File: src/rtl/mult_pipe.sv
`default_nettype none
// ============================================================================
// Module   : mult_pipe
// Purpose  : Three-stage pipelined WIDTH x WIDTH integer multiplier. It handles
//            MULT (signed) and MULTU (unsigned) and carries an opaque tag with
//            each operation. It has a valid/ready handshake on both sides, a
//            global stall under output backpressure, and a flush that kills
//            every operation in flight.
// Ports    : clk, rst_n (async, active-low)  - clock / reset
//            flush                           - kill all in-flight ops
//            in_valid/in_ready               - input handshake
//            in_signed, in_a, in_b, in_tag   - operation (mode, operands, tag)
//            out_valid/out_ready             - output handshake
//            out_hi, out_lo, out_tag         - {hi,lo} product and tag
// Revision : 1.0 - initial release
// ============================================================================
module mult_pipe #(
  parameter int WIDTH = 32,
  parameter int TAG_W = 5
) (
  input  logic             clk,
  input  logic             rst_n,
  input  logic             flush,
  input  logic             in_valid,
  output logic             in_ready,
  input  logic             in_signed,
  input  logic [WIDTH-1:0] in_a,
  input  logic [WIDTH-1:0] in_b,
  input  logic [TAG_W-1:0] in_tag,
  output logic             out_valid,
  input  logic             out_ready,
  output logic [WIDTH-1:0] out_hi,
  output logic [WIDTH-1:0] out_lo,
  output logic [TAG_W-1:0] out_tag
);

  localparam int H   = WIDTH / 2;         // split point of the multiplier
  localparam int PPW = WIDTH + H + 2;     // exact width of (W+1) x (H+1) signed product
  localparam int PW  = 2 * WIDTH;         // final product width

  // S1: sign-extended operands
  logic             v1_q, v1_d;
  logic [WIDTH:0]   a1_q, a1_d;
  logic [WIDTH:0]   b1_q, b1_d;
  logic [TAG_W-1:0] tag1_q, tag1_d;

  // S2: partial products
  logic             v2_q, v2_d;
  logic [PPW-1:0]   pp_lo_q, pp_lo_d;
  logic [PPW-1:0]   pp_hi_q, pp_hi_d;
  logic [TAG_W-1:0] tag2_q, tag2_d;

  // S3: final product, drives the outputs
  logic             v3_q, v3_d;
  logic [PW-1:0]    prod_q, prod_d;
  logic [TAG_W-1:0] tag3_q, tag3_d;

  logic             stall;

  // Operands sign-extended to the partial-product width so that a plain
  // same-width multiply yields the exact two's-complement product.
  logic [PPW-1:0]   a_ext;
  logic [PPW-1:0]   b_lo_ext;
  logic [PPW-1:0]   b_hi_ext;

  assign a_ext    = {{(PPW-WIDTH-1){a1_q[WIDTH]}}, a1_q};
  // Low half of b is an unsigned H-bit field.
  assign b_lo_ext = {{(PPW-H){1'b0}}, b1_q[H-1:0]};
  // Upper part of b_x (H+1 bits) carries the sign of the extended operand.
  assign b_hi_ext = {{(PPW-H-1){b1_q[WIDTH]}}, b1_q[WIDTH:H]};

  // The whole pipe freezes only when the result in S3 is not taken.
  assign stall = v3_q & ~out_ready;

  always_comb begin
    v1_d    = v1_q;
    a1_d    = a1_q;
    b1_d    = b1_q;
    tag1_d  = tag1_q;
    v2_d    = v2_q;
    pp_lo_d = pp_lo_q;
    pp_hi_d = pp_hi_q;
    tag2_d  = tag2_q;
    v3_d    = v3_q;
    prod_d  = prod_q;
    tag3_d  = tag3_q;

    if (!stall) begin
      // Data registers load regardless of valid; only the valid bits matter.
      v1_d    = in_valid;
      a1_d    = {in_signed & in_a[WIDTH-1], in_a};
      b1_d    = {in_signed & in_b[WIDTH-1], in_b};
      tag1_d  = in_tag;

      v2_d    = v1_q;
      pp_lo_d = a_ext * b_lo_ext;
      pp_hi_d = a_ext * b_hi_ext;
      tag2_d  = tag1_q;

      v3_d    = v2_q;
      // Recombine modulo 2^PW; the truncated sum equals the exact product.
      prod_d  = PW'($signed(pp_lo_q)) + PW'({pp_hi_q, {H{1'b0}}});
      tag3_d  = tag2_q;
    end

    // Flush wins over stall and also drops this cycle's input.
    if (flush) begin
      v1_d = 1'b0;
      v2_d = 1'b0;
      v3_d = 1'b0;
    end
  end

  always_ff @(posedge clk or negedge rst_n) begin
    if (!rst_n) begin
      v1_q    <= 1'b0;
      a1_q    <= '0;
      b1_q    <= '0;
      tag1_q  <= '0;
      v2_q    <= 1'b0;
      pp_lo_q <= '0;
      pp_hi_q <= '0;
      tag2_q  <= '0;
      v3_q    <= 1'b0;
      prod_q  <= '0;
      tag3_q  <= '0;
    end else begin
      v1_q    <= v1_d;
      a1_q    <= a1_d;
      b1_q    <= b1_d;
      tag1_q  <= tag1_d;
      v2_q    <= v2_d;
      pp_lo_q <= pp_lo_d;
      pp_hi_q <= pp_hi_d;
      tag2_q  <= tag2_d;
      v3_q    <= v3_d;
      prod_q  <= prod_d;
      tag3_q  <= tag3_d;
    end
  end

  assign in_ready  = ~stall;
  assign out_valid = v3_q;
  assign out_hi    = prod_q[PW-1:WIDTH];
  assign out_lo    = prod_q[WIDTH-1:0];
  assign out_tag   = tag3_q;

endmodule
`default_nettype wire
File: config.mk
export PLATFORM = sky130hd
export DESIGN_NAME = mult_pipe
export DESIGN_NICKNAME = d
export VERILOG_FILES = /design/src/rtl/mult_pipe.sv
export SDC_FILE = /design/constraint.sdc
export NUM_CORES = 2
export LEC_CHECK = 0
export CORE_UTILIZATION = 50
export DETAILED_ROUTE_END_ITERATION = 16
export GPL_TIMING_DRIVEN = 0
export PLACE_DENSITY_LB_ADDON = 0.1
export SLEW_MARGIN = 20
export SYNTH_ARGS = -nofsm -noshare
export SYNTH_HDL_FRONTEND = slang
export SYNTH_SLANG_ARGS = --single-unit
export TNS_END_PERCENT = 1
File: constraint.sdc
create_clock -name clk -period 9.7 [get_ports clk]
set_input_delay 0.97 -clock clk [delete_from_list [all_inputs] [get_ports clk]]
set_output_delay 0.97 -clock clk [all_outputs]
set_load 0.02 [all_outputs]
Yosys cells after proc, flatten, opt, wreduce, memory -nomap -nowiden. Cells that the tools add are included.

Bits of input ports: 75. Logic and storage cells: 26. Output and inout bits: 71. Register bits: 246.

Multiply operators: 2. Mux-type cells: 6. Add/subtract/negate cells: 1. Eq/ne operators: 1. Bitwise gates (word level): 5.

Operators by type and width (count): adder 64 bit (1); multiplier 33 x 17 -> 50 bit (1); multiplier 33 x 17 -> 48 bit (1); 2-to-1 mux 1 bit (6); bitwise AND 1 bit (3); != test 2 bit (second input constant) (1); NOT 1 bit (2).

Longest topological paths before layout.
Depth in word-level cells: 4. Mapped depth: 27.

Worst setup path after synthesis. OpenSTA, ideal clock, no wires.

Kind: reg2reg. Start point: reg b1_q[18]. End point: reg pp_hi_q[47]. Cell stages (with the launch flop): 26. Library setup time: 133 ps. Arrival time: 6388 ps. Path slack: 3179 ps. Buffers on the path: 2. Cells stage by stage: dfrtp_1 -> clkbuf_1 -> clkbuf_1 -> nand2_1 -> fa_1 -> inv_1 -> fa_1 -> inv_1 -> fa_1 -> inv_1 -> fa_1 -> fa_1 -> inv_1 -> fa_1 -> inv_1 -> ha_1 -> or2_2 -> a21o_1 -> a31o_2 -> a21o_1 -> a2bb2oi_1 -> a211oi_1 -> nor4_1 -> o21ai_0 -> xnor2_1 -> o21ai_0.

Word-level cells in the longest chain between the ends: 1.

RTL lines: from (decl) (line 44) `logic [WIDTH:0] b1_q, b1_d;`; from (signal assigned) (line 118) `b1_q <= '0;`; from (signal assigned) (line 130) `b1_q <= b1_d;`; multiplier 33 x 17 -> 48 bit (line 97) `pp_hi_d = a_ext * b_hi_ext;`; to (signal assigned) (line 134) `pp_hi_q <= pp_hi_d;`; to (decl) (line 50) `logic [PPW-1:0] pp_hi_q, pp_hi_d;`.

Every way passes these cells. A chain may end at the register's enable or synchronous reset.

Worst setup path after layout.
Start point: reg b1_q[20]. End point: reg pp_hi_q[47].

The elaborated chain is that of the path after synthesis.

==> impl_metrics.tcl <==
set metrics [dict create \
    end_kind "flop" \
    grt_overflow 0 \
    tightest_slew_ps 1250 \
    cap_viol_max_count 0 \
    met2_length_um 77300 \
    regToRegSetupSlack_ps 760 \
    fmax_ghz 0.112 \
    slew_violations 0 \
    drt-met1-wl_um 74600 \
    rr_worst_depth 25 \
    drc 0 \
    setup_ws_ps 764 \
    nets 7132 \
    cpPeakStageDelay_ps 880 \
    clock-skew-final_ps 43.5 \
    drt_wl_total_um 185000 \
    route.met3.wl_um 22700 \
    rsz0062_at_grt "no" \
    layout_common_cells "inv_1 (1173), nand2_1 (1076), fa_1 (1026)" \
    row_count 114 \
    antenna_found_initial 12 \
    synthArstFlopShare_pct 100 \
    crit_path_max_fanout 10 \
    clkTransAtPathRegs_ps 60 \
    crit_start "b1_q[20]$_DFFE_PN0N_" \
    start_util_pct 50.5 \
    yosysTopAreaCell "fa_1" \
    preCtsSetupSlack_ps 950 \
    synth-warning-count 0 \
    synth_nets 6952 \
    cts.sinks 246 \
    dpl-instance-area_um2 51900 \
    relSlewSlack_pct 16.9 \
    dpl.hpwl_um 153000 \
    synth_edf_count 0 \
    design_area_um2 53000 \
    synthFlopType "dfrtp_1" \
    yosysSeqAreaShare_pct 12.6 \
    yosys-top-cells-area "fa_1 (42%), dfrtp_1 (13%), inv_1 (9.0%)" \
    rr_endpoint "pp_hi_q[47]$_DFFE_PN0N_" \
    cts_root_buf "clkbuf_16" \
    crit_required_ps 10170 \
    via_count 39000 \
    grt_usage_pct 38.5 \
    final_common_cell "inv_1" \
    synthDistinctLibCells 70 \
    yosysTopAreaCellShare_pct 42.1 \
    cts-buffers-inserted 31 \
    worst_setup_path_endpoint "pp_hi_q[47]$_DFFE_PN0N_" \
    finalSetupViolCount 0 \
    worstPathArrival_ps 9410 \
    fillCellCount 9256 \
    die_x_um 314 \
    fin_setup_tns_ps 0 \
    die_height_um 314 \
    syn_inst 5571 \
    dieArea_um2 98900 \
    drtPass1Iterations 6 \
    ys_ff_latch 246 \
    area_delta_synth_final_pct 8.62 \
    cts_tree "done" \
    io_pins 146 \
    place_congestion 1.16 \
    min_period_over_period_pct 92.1 \
    synth_area_per_cell_um2 8.76 \
    syn-cell-area_um2 48800 \
    grt_pass1_vias 40400 \
    htree_num_levels 1 \
    timing.rr.start "b1_q[20]$_DFFE_PN0N_" \
    grt_pass1_wl_um 271000 \
    hold_path_class "primary input to async pin" \
    cpMostUsedCell "fa_1" \
    crit_slowest_cell "clkbuf_1" \
    drive_gt1_share_pct 1.49 \
    crit_cells 25 \
    wl_per_cell_um 26.3 \
    post_cts_buffers 0 \
    fin_crit_ps 8940 \
    viasPerCell 5.52 \
    cts_hold_buf 0 \
    critical_path_class "flop to flop" \
    place.port_buffers 145 \
    ant_nets 0 \
    core-area_um2 96700 \
    cpLargestDelayFamily "adder cells" \
    clk_latency_ps 660 \
    timing_hold_violations_final 0 \
    first_iter_violations 3332 \
    grt_max_degree 92 \
    cts_resized 0 \
    start_kind "flop" \
    outcome "finished clean" \
    top_layer "met5" \
    cts_buffer_depth 3 \
    path_buf_inv 7 \
]
## layer usage
metal  up-vias  global-route usage, %
met4         8                   18.2
met3       452                   14.2
met2      1965                   56.0
li1      16900                      -
met5         -                  0.193
met1     19700                   50.9
## worst min-delay path by stage
stage / from / end / slack, ps / depth (start not counted)
2_1_floorplan: pp_lo_q[0]$_DFFE_PN0N_ / pp_lo_q[0]$_DFFE_PN0N_ / 440 / 2
6_report: rst_n / out_valid$_DFFE_PN0P_ / 260 / 1
4_1_cts: rst_n / out_valid$_DFFE_PN0P_ / 280 / 1
3_3_place_gp: out_tag[4]$_DFFE_PN0N_ / out_tag[4]$_DFFE_PN0N_ / 450 / 2
5_1_grt: rst_n / out_valid$_DFFE_PN0P_ / 320 / 1
3_5_place_dp: prod_q[9]$_DFFE_PN0N_ / prod_q[9]$_DFFE_PN0N_ / 460 / 2
## stage by stage
stage	util (%)	hold WS, ps	cells
after floorplan	-	439	5571
after global placement	53.6	450	6992
after detailed placement	53.7	455	6994
after CTS	54.8	279	7052
after global routing	54.8	315	7052
final	54.8	260	7057
## kinds of logic (layout without fill, tap and decap cells)
| kind of cell | count (synthesis) | in the layout | share of synthesized area (%) |
|---|---|---|---|
| multiplexers | 3 | 3 | 0.0641 |
| flip-flops | 246 | 246 | 12.6 |
| adder cells (fa/ha/maj) | 1306 | 1306 | 49.2 |
| buffers and inverters | 1466 | 1671 | 11.3 |
| other | 0 | 5 | 0 |
| XOR/XNOR | 131 | 131 | 2.35 |
| AO/OA/AOI/OAI | 536 | 536 | 6.91 |
| AND/OR/NAND/NOR | 1883 | 1883 | 17.6 |
## flip-flops by register name, indices dropped and copies added, names as in the netlist, 5 cells and up
name and count:
a1_q 33, b1_q 33, out_tag 5, pp_hi_q 48
pp_lo_q 50, prod_q 64, tag1_q 5, tag2_q 5
## synthesized netlist by cell type, drive strengths merged, types with 5 or more instances
library cell / instances
inv: 1174
nand2: 1076
fa: 1026
and2: 447
clkbuf: 285
ha: 280
dfrtp: 246
a21oi: 203
nor2: 192
o21ai: 95
a21o: 91
xnor2: 75
xor2: 56
nand3: 44
nand2b: 21
nor3: 21
o21bai: 21
a211oi: 20
nand4: 20
o21a: 16
and3: 14
nor2b: 13
o31ai: 13
o211ai: 11
a31oi: 10
or2: 8
buf: 7
nor3b: 6
o2111ai: 6
o41ai: 6
o31a: 5
or3: 5
## layout make-up
| class | instances | area, µm² | share of cell area [%] |
|---|---|---|---|
| multi-input cells | 3859 | 37200 | 70.1 |
| clock inverters | 15 | 191 | 0.361 |
| diodes | 5 | 12.5 | 0.0236 |
| well taps | 1276 | 1600 | 3.01 |
| inverters | 1174 | 4410 | 8.31 |
| flip-flops and latches | 246 | 6160 | 11.6 |
| plain buffers | 292 | 1110 | 2.09 |
| repair buffers | 147 | 1510 | 2.85 |
| clock buffers | 43 | 891 | 1.68 |
Power is not shown: default switching activity piles up to over one toggle a cycle in this logic, so the estimate is an artifact.
